`src/rtl/cpu_pkg.sv`:
```
// Shared definitions for the single-cycle MIPS-I-subset core.
// Holds the opcode and funct encodings, the halt instruction word,
// the ALU operation enum and a sign-extension helper.
package cpu_pkg;

   // Primary opcodes (insn[31:26])
   localparam logic [5:0] OP_RTYPE = 6'd0;
   localparam logic [5:0] OP_J     = 6'd2;
   localparam logic [5:0] OP_JAL   = 6'd3;
   localparam logic [5:0] OP_BEQ   = 6'd4;
   localparam logic [5:0] OP_BNE   = 6'd5;
   localparam logic [5:0] OP_ADDI  = 6'd8;
   localparam logic [5:0] OP_ADDIU = 6'd9;
   localparam logic [5:0] OP_SLTI  = 6'd10;
   localparam logic [5:0] OP_SLTIU = 6'd11;
   localparam logic [5:0] OP_ANDI  = 6'd12;
   localparam logic [5:0] OP_ORI   = 6'd13;
   localparam logic [5:0] OP_XORI  = 6'd14;
   localparam logic [5:0] OP_LUI   = 6'd15;
   localparam logic [5:0] OP_LW    = 6'd35;
   localparam logic [5:0] OP_SW    = 6'd43;

   // R-type funct codes (insn[5:0])
   localparam logic [5:0] FN_SLL  = 6'd0;
   localparam logic [5:0] FN_SRL  = 6'd2;
   localparam logic [5:0] FN_SRA  = 6'd3;
   localparam logic [5:0] FN_SLLV = 6'd4;
   localparam logic [5:0] FN_SRLV = 6'd6;
   localparam logic [5:0] FN_SRAV = 6'd7;
   localparam logic [5:0] FN_JR   = 6'd8;
   localparam logic [5:0] FN_JALR = 6'd9;
   localparam logic [5:0] FN_ADD  = 6'd32;
   localparam logic [5:0] FN_ADDU = 6'd33;
   localparam logic [5:0] FN_SUB  = 6'd34;
   localparam logic [5:0] FN_SUBU = 6'd35;
   localparam logic [5:0] FN_AND  = 6'd36;
   localparam logic [5:0] FN_OR   = 6'd37;
   localparam logic [5:0] FN_XOR  = 6'd38;
   localparam logic [5:0] FN_NOR  = 6'd39;
   localparam logic [5:0] FN_SLT  = 6'd42;
   localparam logic [5:0] FN_SLTU = 6'd43;

   localparam logic [31:0] HALT_INSN = 32'hFFFF_FFFF;

   typedef enum logic [3:0] {
      ALU_ADD,
      ALU_SUB,
      ALU_AND,
      ALU_OR,
      ALU_XOR,
      ALU_NOR,
      ALU_SLT,
      ALU_SLTU,
      ALU_SLL,
      ALU_SRL,
      ALU_SRA,
      ALU_PASSB
   } alu_op_t;

   function automatic logic [31:0] sext16(input logic [15:0] imm);
      return {{16{imm[15]}}, imm};
   endfunction

endpackage

```
`src/rtl/cpu_regfile.sv`:
```
// Architectural register file: NREGS x 32 bits, register 0 reads as zero.
// Ports:
//   i_clk, i_rst_n         clock, asynchronous active-low clear of all registers
//   i_we, i_waddr, i_wdata write port (writes to register 0 are dropped)
//   i_raddr1 / o_rdata1    combinational read port 1 (rs)
//   i_raddr2 / o_rdata2    combinational read port 2 (rt)
module cpu_regfile #(
   parameter int NREGS = 32
) (
   input  logic                     i_clk,
   input  logic                     i_rst_n,
   input  logic                     i_we,
   input  logic [$clog2(NREGS)-1:0] i_waddr,
   input  logic [31:0]              i_wdata,
   input  logic [$clog2(NREGS)-1:0] i_raddr1,
   output logic [31:0]              o_rdata1,
   input  logic [$clog2(NREGS)-1:0] i_raddr2,
   output logic [31:0]              o_rdata2
);

   logic [31:0] r_regs [NREGS];

   always_ff @(posedge i_clk or negedge i_rst_n) begin
      if (!i_rst_n) begin
         for (int i = 0; i < NREGS; i++) r_regs[i] <= '0;
      end else if (i_we && (i_waddr != '0)) begin
         r_regs[i_waddr] <= i_wdata;
      end
   end

   assign o_rdata1 = (i_raddr1 == '0) ? 32'd0 : r_regs[i_raddr1];
   assign o_rdata2 = (i_raddr2 == '0) ? 32'd0 : r_regs[i_raddr2];

endmodule

```
`src/rtl/cpu.sv`:
```
// Single-cycle 32-bit MIPS-I-subset core. One instruction completes per
// un-stalled rising clock edge; no pipeline, no delay slots, no exceptions.
// Ports:
//   clock, reset        clock; asynchronous active-low reset
//   stall               1 = hold PC, registers and Halt; suppresses stores
//   Halt                registered, set by the all-ones halt instruction
//   CRead0 / CWrite0    data-port load / store strobes
//   CAddr0              data byte address (rs + sext(imm16))
//   CReadData0          combinational big-endian load word
//   CWriteData0         store data (rt)
//   CAddr1              instruction fetch address (PC)
//   CReadData1          combinational instruction word
module cpu
   import cpu_pkg::*;
#(
   parameter logic [31:0] RESET_PC = 32'h0000_0000,
   parameter int          NREGS    = 32
) (
   input  logic        clock,
   input  logic        reset,
   input  logic        stall,
   output logic        Halt,
   output logic        CRead0,
   output logic        CWrite0,
   output logic [31:0] CAddr0,
   input  logic [31:0] CReadData0,
   output logic [31:0] CWriteData0,
   output logic [31:0] CAddr1,
   input  logic [31:0] CReadData1
);

   logic [31:0] r_pc;
   logic        r_halt;

   logic [5:0]  w_op, w_funct;
   logic [4:0]  w_rs, w_rt, w_rd, w_shamt;
   logic [15:0] w_imm16;
   logic [25:0] w_imm26;
   logic [31:0] w_pc4, w_sext, w_zext, w_br_tgt, w_j_tgt;
   logic [31:0] w_rs_val, w_rt_val;

   alu_op_t     w_alu_op;
   logic [31:0] w_alu_b, w_alu_y, w_wdata, w_npc;
   logic [4:0]  w_sh, w_waddr;
   logic        w_we, w_link, w_is_lw, w_is_sw, w_is_halt, w_commit;

   assign w_op     = CReadData1[31:26];
   assign w_rs     = CReadData1[25:21];
   assign w_rt     = CReadData1[20:16];
   assign w_rd     = CReadData1[15:11];
   assign w_shamt  = CReadData1[10:6];
   assign w_funct  = CReadData1[5:0];
   assign w_imm16  = CReadData1[15:0];
   assign w_imm26  = CReadData1[25:0];

   assign w_pc4    = r_pc + 32'd4;
   assign w_sext   = sext16(w_imm16);
   assign w_zext   = {16'd0, w_imm16};
   assign w_br_tgt = w_pc4 + {w_sext[29:0], 2'b00};
   assign w_j_tgt  = {w_pc4[31:28], w_imm26, 2'b00};

   // State only advances when not stalled and not halted.
   assign w_commit = !stall && !r_halt;

   cpu_regfile #(.NREGS(NREGS)) u_regfile (
      .i_clk    (clock),
      .i_rst_n  (reset),
      .i_we     (w_we && w_commit),
      .i_waddr  (w_waddr),
      .i_wdata  (w_wdata),
      .i_raddr1 (w_rs),
      .o_rdata1 (w_rs_val),
      .i_raddr2 (w_rt),
      .o_rdata2 (w_rt_val)
   );

   // Decode
   always_comb begin
      w_alu_op  = ALU_ADD;
      w_alu_b   = w_rt_val;
      w_sh      = w_shamt;
      w_we      = 1'b0;
      w_waddr   = w_rd;
      w_link    = 1'b0;
      w_is_lw   = 1'b0;
      w_is_sw   = 1'b0;
      w_npc     = w_pc4;
      w_is_halt = (CReadData1 == HALT_INSN);
      if (!w_is_halt) begin
         case (w_op)
            OP_RTYPE: begin
               w_we = 1'b1;
               case (w_funct)
                  FN_SLL:          w_alu_op = ALU_SLL;
                  FN_SRL:          w_alu_op = ALU_SRL;
                  FN_SRA:          w_alu_op = ALU_SRA;
                  FN_SLLV: begin w_alu_op = ALU_SLL; w_sh = w_rs_val[4:0]; end
                  FN_SRLV: begin w_alu_op = ALU_SRL; w_sh = w_rs_val[4:0]; end
                  FN_SRAV: begin w_alu_op = ALU_SRA; w_sh = w_rs_val[4:0]; end
                  FN_JR:   begin w_we = 1'b0; w_npc = w_rs_val; end
                  FN_JALR: begin w_link = 1'b1; w_npc = w_rs_val; end
                  FN_ADD, FN_ADDU: w_alu_op = ALU_ADD;
                  FN_SUB, FN_SUBU: w_alu_op = ALU_SUB;
                  FN_AND:          w_alu_op = ALU_AND;
                  FN_OR:           w_alu_op = ALU_OR;
                  FN_XOR:          w_alu_op = ALU_XOR;
                  FN_NOR:          w_alu_op = ALU_NOR;
                  FN_SLT:          w_alu_op = ALU_SLT;
                  FN_SLTU:         w_alu_op = ALU_SLTU;
                  default:         w_we = 1'b0;
               endcase
            end
            OP_J:   w_npc = w_j_tgt;
            OP_JAL: begin
               w_we    = 1'b1;
               w_waddr = 5'd31;
               w_link  = 1'b1;
               w_npc   = w_j_tgt;
            end
            OP_BEQ: if (w_rs_val == w_rt_val) w_npc = w_br_tgt;
            OP_BNE: if (w_rs_val != w_rt_val) w_npc = w_br_tgt;
            OP_ADDI, OP_ADDIU: begin
               w_we = 1'b1; w_waddr = w_rt; w_alu_b = w_sext;
            end
            OP_SLTI: begin
               w_we = 1'b1; w_waddr = w_rt; w_alu_b = w_sext; w_alu_op = ALU_SLT;
            end
            // Immediate is sign-extended, then compared as unsigned.
            OP_SLTIU: begin
               w_we = 1'b1; w_waddr = w_rt; w_alu_b = w_sext; w_alu_op = ALU_SLTU;
            end
            OP_ANDI: begin
               w_we = 1'b1; w_waddr = w_rt; w_alu_b = w_zext; w_alu_op = ALU_AND;
            end
            OP_ORI: begin
               w_we = 1'b1; w_waddr = w_rt; w_alu_b = w_zext; w_alu_op = ALU_OR;
            end
            OP_XORI: begin
               w_we = 1'b1; w_waddr = w_rt; w_alu_b = w_zext; w_alu_op = ALU_XOR;
            end
            OP_LUI: begin
               w_we = 1'b1; w_waddr = w_rt; w_alu_b = {w_imm16, 16'd0};
               w_alu_op = ALU_PASSB;
            end
            OP_LW: begin
               w_we = 1'b1; w_waddr = w_rt; w_alu_b = w_sext; w_is_lw = 1'b1;
            end
            OP_SW: begin
               w_alu_b = w_sext; w_is_sw = 1'b1;
            end
            default: ;
         endcase
      end
   end

   // ALU; shift operations act on the rt operand (w_alu_b)
   always_comb begin
      case (w_alu_op)
         ALU_ADD:   w_alu_y = w_rs_val + w_alu_b;
         ALU_SUB:   w_alu_y = w_rs_val - w_alu_b;
         ALU_AND:   w_alu_y = w_rs_val & w_alu_b;
         ALU_OR:    w_alu_y = w_rs_val | w_alu_b;
         ALU_XOR:   w_alu_y = w_rs_val ^ w_alu_b;
         ALU_NOR:   w_alu_y = ~(w_rs_val | w_alu_b);
         ALU_SLT:   w_alu_y = {31'd0, $signed(w_rs_val) < $signed(w_alu_b)};
         ALU_SLTU:  w_alu_y = {31'd0, w_rs_val < w_alu_b};
         ALU_SLL:   w_alu_y = w_alu_b << w_sh;
         ALU_SRL:   w_alu_y = w_alu_b >> w_sh;
         ALU_SRA:   w_alu_y = $unsigned($signed(w_alu_b) >>> w_sh);
         ALU_PASSB: w_alu_y = w_alu_b;
         default:   w_alu_y = w_rs_val + w_alu_b;
      endcase
   end

   assign w_wdata = w_link ? w_pc4 : (w_is_lw ? CReadData0 : w_alu_y);

   // PC and halt flag; the halt instruction freezes the PC on itself.
   always_ff @(posedge clock or negedge reset) begin
      if (!reset) begin
         r_pc   <= RESET_PC;
         r_halt <= 1'b0;
      end else if (w_commit) begin
         if (w_is_halt) r_halt <= 1'b1;
         else           r_pc   <= w_npc;
      end
   end

   // Strobes are gated by reset directly so they drop without waiting for an edge.
   assign CRead0      = w_is_lw && !r_halt && reset;
   assign CWrite0     = w_is_sw && w_commit && reset;
   assign CAddr0      = w_alu_y;
   assign CWriteData0 = w_rt_val;
   assign CAddr1      = r_pc;
   assign Halt        = r_halt;

endmodule

```
`config.mk`:
```
export PLATFORM = sky130hd
export DESIGN_NAME = cpu
export DESIGN_NICKNAME = d
export VERILOG_FILES = /design/src/rtl/cpu_pkg.sv /design/src/rtl/cpu_regfile.sv /design/src/rtl/cpu.sv
export SDC_FILE = /design/constraint.sdc
export NUM_CORES = 2
export LEC_CHECK = 0
export ABC_AREA = 1
export ABC_CLOCK_PERIOD_IN_PS = 8250
export CELL_PAD_IN_SITES_DETAIL_PLACEMENT = 1
export CELL_PAD_IN_SITES_GLOBAL_PLACEMENT = 2
export CORE_UTILIZATION = 35
export DETAILED_ROUTE_END_ITERATION = 16
export PLACE_DENSITY_LB_ADDON = 0.1
export SYNTH_ARGS = -nofsm -noshare
export SYNTH_HDL_FRONTEND = slang
export SYNTH_SLANG_ARGS = --single-unit
export TNS_END_PERCENT = 10
```
`constraint.sdc`:
```
create_clock -name clock -period 8.25 [get_ports clock]
set_clock_uncertainty 0.1 [all_clocks]
set_input_delay 1.65 -clock clock [delete_from_list [all_inputs] [get_ports clock]]
set_output_delay 1.65 -clock clock [all_outputs]
set_load 0.03 [all_outputs]
```
======== Word level (Yosys, flattened, before mapping) ========
Cells that the tools add are included.
cells by class
  $lt $le $gt $ge ......................... 6
  reduce and logical (&&, ||, !) cells .... 29
  mux-type cells .......................... 38
  bitwise logic cells ..................... 8
  equal/unequal tests ..................... 45
  shift-type cells ........................ 3
  add/subtract/negate cells ............... 4
operators with widths
  kind                                           count
  bitwise mux 1024 bit                           1
  2-to-1 mux 32 bit                              13
  case mux 32 bit (11 select lines)              1
  binary-select mux 32 bit (select 5 bit)        2
  demux 32 bit (select 5 bit)                    1
  case mux 32 bit (4 select lines)               1
  case mux 32 bit (3 select lines)               1
  == test 6 bit, second input constant           12
  adder 32 bit                                   2
  < comparator 32 bit                            2
  == test 6 x 4 -> 1 bit, second input constant  10
  case mux 4 bit (10 select lines)               1
  adder 32 x 3 -> 32 bit, second input constant  1
  AND 32 bit                                     1
  == test 32 bit                                 1
  == test 32 bit, second input constant          1
  != test 32 bit                                 1
  NOT 32 bit                                     1
  OR 32 bit                                      1
  left shift 32 x 5 -> 32 bit                    1
  >> shifter 32 x 5 -> 32 bit                    1
  >>> shifter 32 x 5 -> 32 bit                   1
  subtractor 32 bit                              1
  XOR 32 bit                                     1
  other kinds (28)                               74
word-level totals
  output and inout port bits .............. 99
  bits in registers ....................... 1,057
  input bits .............................. 67
  word-level logic and storage cells ...... 167

======== Depth between registers and ports, before layout ========
  depth in word-level cells ............... 13
  depth in mapped cells ................... 40
  gate-level depth less buffers ........... 35

======== Modules after synthesis ========
Synthesis repeated with hierarchy kept, for this count alone.
second synthesis, totals
  cell total of the unflattened synthesis .. 11,469
  area total of the unflattened synthesis .. 73,116.4 um^2
by module, submodules not included
  module       instances  area each (um^2)  cells each  seq. area each (um^2)
  cpu_regfile  1          57,004.7          8,327       25,624.6
  cpu          1          16,111.7          3,142       825.8

======== Worst setup path after synthesis ========
No wires, ideal clock.
  path type ............................... input port to output port
  start point ............................. input port CReadData1[21]
  end point ............................... output port CAddr0[28]
  arrival time ............................ 5.313 ns
  setup slack ............................. 1.187 ns
  data required time ...................... 6.500 ns
  path buffers ............................ 5
  cell stages on the path ................. 25
  cells stage by stage .................... buf_4 -> buf_6 -> buf_4 -> clkbuf_1 -> o21ai_0 -> a221oi_1 -> nand2_1 -> nand3_1 -> o21ai_1 -> nand2_1 -> inv_2 -> ha_1 -> clkbuf_1 -> nand2_1 -> nor4_1 -> nand4_1 -> nand3_1 -> nand2_1 -> o211ai_1 -> a21oi_1 -> o21ai_0 -> xor2_1 -> nor2_1 -> o21bai_2 -> inv_1
between the ends
  longest elaborated chain between the ends .. 10
  elaborated cells on any way between the ends .. 33
  those cells by class .................... add/sub: 2; eq/ne: 12; shift: 3; mux: 10; bitwise: 5; reduce/logical: 1
RTL lines
  element                                               RTL line    source
  from (decl)                                           cpu.sv:29   input logic [31:0] CReadData1
  branches (longest 9 deep; another with adder 32 bit)  n/a
  case mux 32 bit (11 select lines) *                   cpu.sv:158  case (w_alu_op)
  to (decl)                                             cpu.sv:25   output logic [31:0] CAddr0,
Mark *: on every way between the ends. The select of a mux whose other input is x is not followed.

======== Worst setup path after layout ========
  start point ............................. input port CReadData1[19]
  end point ............................... output port CAddr0[17]
between the ends
  longest elaborated chain between the ends .. 10
  elaborated cells on any way between the ends .. 32
  those cells by class .................... add/sub: 2; eq/ne: 12; shift: 3; mux: 9; bitwise: 5; reduce/logical: 1
RTL lines
  element                                               RTL line
  branches (longest 9 deep; another with adder 32 bit)  n/a
  case mux 32 bit (11 select lines) *                   cpu.sv:158
Marked as above.

==> results.json <==
{
  "status": "finished, final reports clean",
  "die_h_um": 469,
  "dpl_worst_slack_ns": -0.395,
  "synthTopCellsByArea": "dfrtp_1 35%, nand2_1 25%, nand3_1 6.7%",
  "yosysSeqAreaShare_pct": 34.7,
  "async_flop_share_pct": 100,
  "ioPinCount": 166,
  "required_ns": 6.50,
  "netlist.area_leader.share_pct": 34.7,
  "holdCritStartpoint": "u_regfile.r_regs[1012]$_DFFE_PN0P_",
  "nets": 12800,
  "holdPathStages": 0,
  "num_rows": 170,
  "leakage_uw": 0.0476,
  "cts_tree": "yes",
  "max_stage_delay_ns": 0.28,
  "finalPower_uw": 17000,
  "crit_fanout": 7,
  "wl_per_cell_um": 28.8,
  "fin_tns_setup_ns": 0,
  "fin_ws_ns": 0.00798,
  "cts_buffer_depth": 3,
  "cap_violations": 0,
  "peakVddDrop_mv": 0.217,
  "post-route-period-util_pct": 99.9,
  "syn_nets": 12300,
  "clk_pin_slew_ns": 0.06,
  "hold_viol": 0,
  "synth.avg_cell_area_um2": 6.30,
  "synth_edf_count": 0,
  "num_vias": 89500,
  "p_per_area_nw_per_um2": 184,
  "core_area_um2": 215000,
  "criticalPathCategory": "in2out",
  "cts_root_buffer": "clkbuf_16",
  "synth_warnings": 0,
  "route.detailed.drc": 0,
  "grt_pass1_vias": 88500,
  "clk_latency_ns": 0.83,
  "h-tree-depth": 4,
  "place.gp.congestion": 1.05,
  "setup_viol": 0,
  "synthesis.area_um2": 76300,
  "cts_made_buffers": 136,
  "yosys.area.top_type": "dfrtp_1",
  "cp-startpoint": "CReadData1[19]",
  "routed_wl_mm": 448,
  "syn_inst": 12100,
  "cts_hold_buf": 0,
  "cp-start-kind": "input pin",
  "io_buffer_count": 165,
  "worst_setup_path_end_kind": "output port",
  "ys_ff_latch": 1057,
  "synth_cell_types": 64,
  "dr.pass1.iters": 5,
  "layout_min_cycle_time_ns": 8.24,
  "tightest_slew_ns": 1.29,
  "min_path_type": "reg2reg",
  "postLayoutCoreUtil_pct": 42.9,
  "clock_sinks": 1057,
  "rsz0062_at_grt": "yes",
  "r2r-start": "u_regfile.r_regs[197]$_DFFE_PN0P_",
  "ys.flop_type": "dfrtp_1",
  "slew_headroom_pct": 13.7,
  "viasPerCell": 5.76,
  "start_util_pct": 35.4,
  "die_w_um": 469,
  "cp_data_arrival_time_ns": 6.49,
  "drt.antenna.violating_nets": 0,
  "drtIter0Drc": 9772,
  "place_hpwl_mm": 326,
  "grt_usage_pct": 39.9,
  "reg2reg_slack_ns": 2.39,
  "worst_r2r_path_depth": 35,
  "overflow": 0,
  "slowest_stage": "nor3_2",
  "drive_gt1_share_pct": 13.0,
  "cpMostUsedCell": "buf_4",
  "fmax_mhz": 121,
  "grt_antenna_before_repair": 20,
  "die_area_um2": 220000,
  "grt_max_degree": 143,
  "grt_pass1_wl_mm": 639,
  "syn_to_final_growth_pct": 21.2,
  "drv_slew": 0
}
-- synthesized netlist by cell type (all sizes together), types with 40 or more instances --
library cell,instances
o21ai,903
inv,878
nor2,826
buf,502
o211ai,208
or2,44
ha,127
a21oi,635
mux2i,40
xor2,47
nand3,1034
clkbuf,369
dfrtp,1057
nand2,5115
nor3,53
-- timing repair --
item | 4_1_cts | 5_1_grt
gates cloned | 0 | 3
pin swaps | 0 | 7
resized for setup | 32 | 105
endpoints found under the setup margin | 26 | 26
setup buffers | 0 | 13
-- registers in the layout, indices dropped and copies added, names as in the netlist --
register          cells
u_regfile.r_regs   1024
CAddr1               32
Halt                  1
-- stage by stage --
step | hold WS (ns) | cells | area [µm²]
2_1_floorplan | 0.329 | 12100 | 76300
3_5_place_dp | 0.267 | 15300 | 87000
5_1_grt | 0.297 | 15500 | 92400
4_1_cts | 0.281 | 15500 | 91900
3_3_place_gp | 0.265 | 15300 | 87000
6_report | 0.277 | 15500 | 92500
-- metal layers --
metal / GRT usage (%) / wire length (µm)
met1: 56.9 / 202000
met4: 16.6 / 20800
met3: 6.34 / 34800
met5: 0 / 82
met2: 59.6 / 191000
-- cells in the final DEF (no fill, tap or decap), drive strengths merged, types with 18 or more instances in the layout --
master         netlist  routed
nor3                53      53
clkbuf             369     199
xor2                47      47
inv                878     887
a221oi              21      21
or2                 44      44
nor2               826     826
a21oi              635     635
buf                502    1126
clkdlybuf4s50        0      86
dfrtp             1057    1057
nand2             5115    5115
xnor2               18      18
o211ai             208     208
o221ai              34      34
clkinv               4      30
mux2i               40      40
o21ai              903     903
nand4               37      37
ha                 127     127
o22ai               29      29
nand3             1034    1034
-- cell type report --
cell class	instances	area, µm²
clock inverter	47	724
tap	2838	3550
clock buffer	195	4010
fill	27900	123000
sequential	1057	26500
multi-input combinational	9300	42800
antenna	7	17.5
inverter	882	3360
timing repair buffer	1219	11600
-- critical path: cells and delay by family --
family          cells  cell delay (ns)
fa+ha+maj           1             0.27
compound gates      6             1.03
buf+inv             9             1.45
simple gates       14             2.07
-- report_power, final --
part           total (µW)  leakage [µW]  internal, µW  switching (µW)
Sequential           5190        0.0148          5190               0
Combinational        5400        0.0305          1680            3730
Clock                6430       0.00232          3730            2700
-- worst paths after layout --
kind / endpoint
max in group asynchronous: u_regfile.r_regs[859]$_DFFE_PN0P_
min reg2reg: u_regfile.r_regs[1012]$_DFFE_PN0P_
max reg2reg: u_regfile.r_regs[409]$_DFFE_PN0P_
min in group asynchronous: u_regfile.r_regs[905]$_DFFE_PN0P_
max: CAddr0[17]
min: u_regfile.r_regs[1012]$_DFFE_PN0P_
-- cells by family after synthesis --
logic type	synth area share [%]
muxes	0.525
AOI/OAI and AO/OA	14.1
buffers and inverters	10.0
DFF	34.7
and+or+nand+nor	37.8
adders and majority gates	2.16
xor gates and xnor gates	0.747
(Power assumes the default switching activity.)
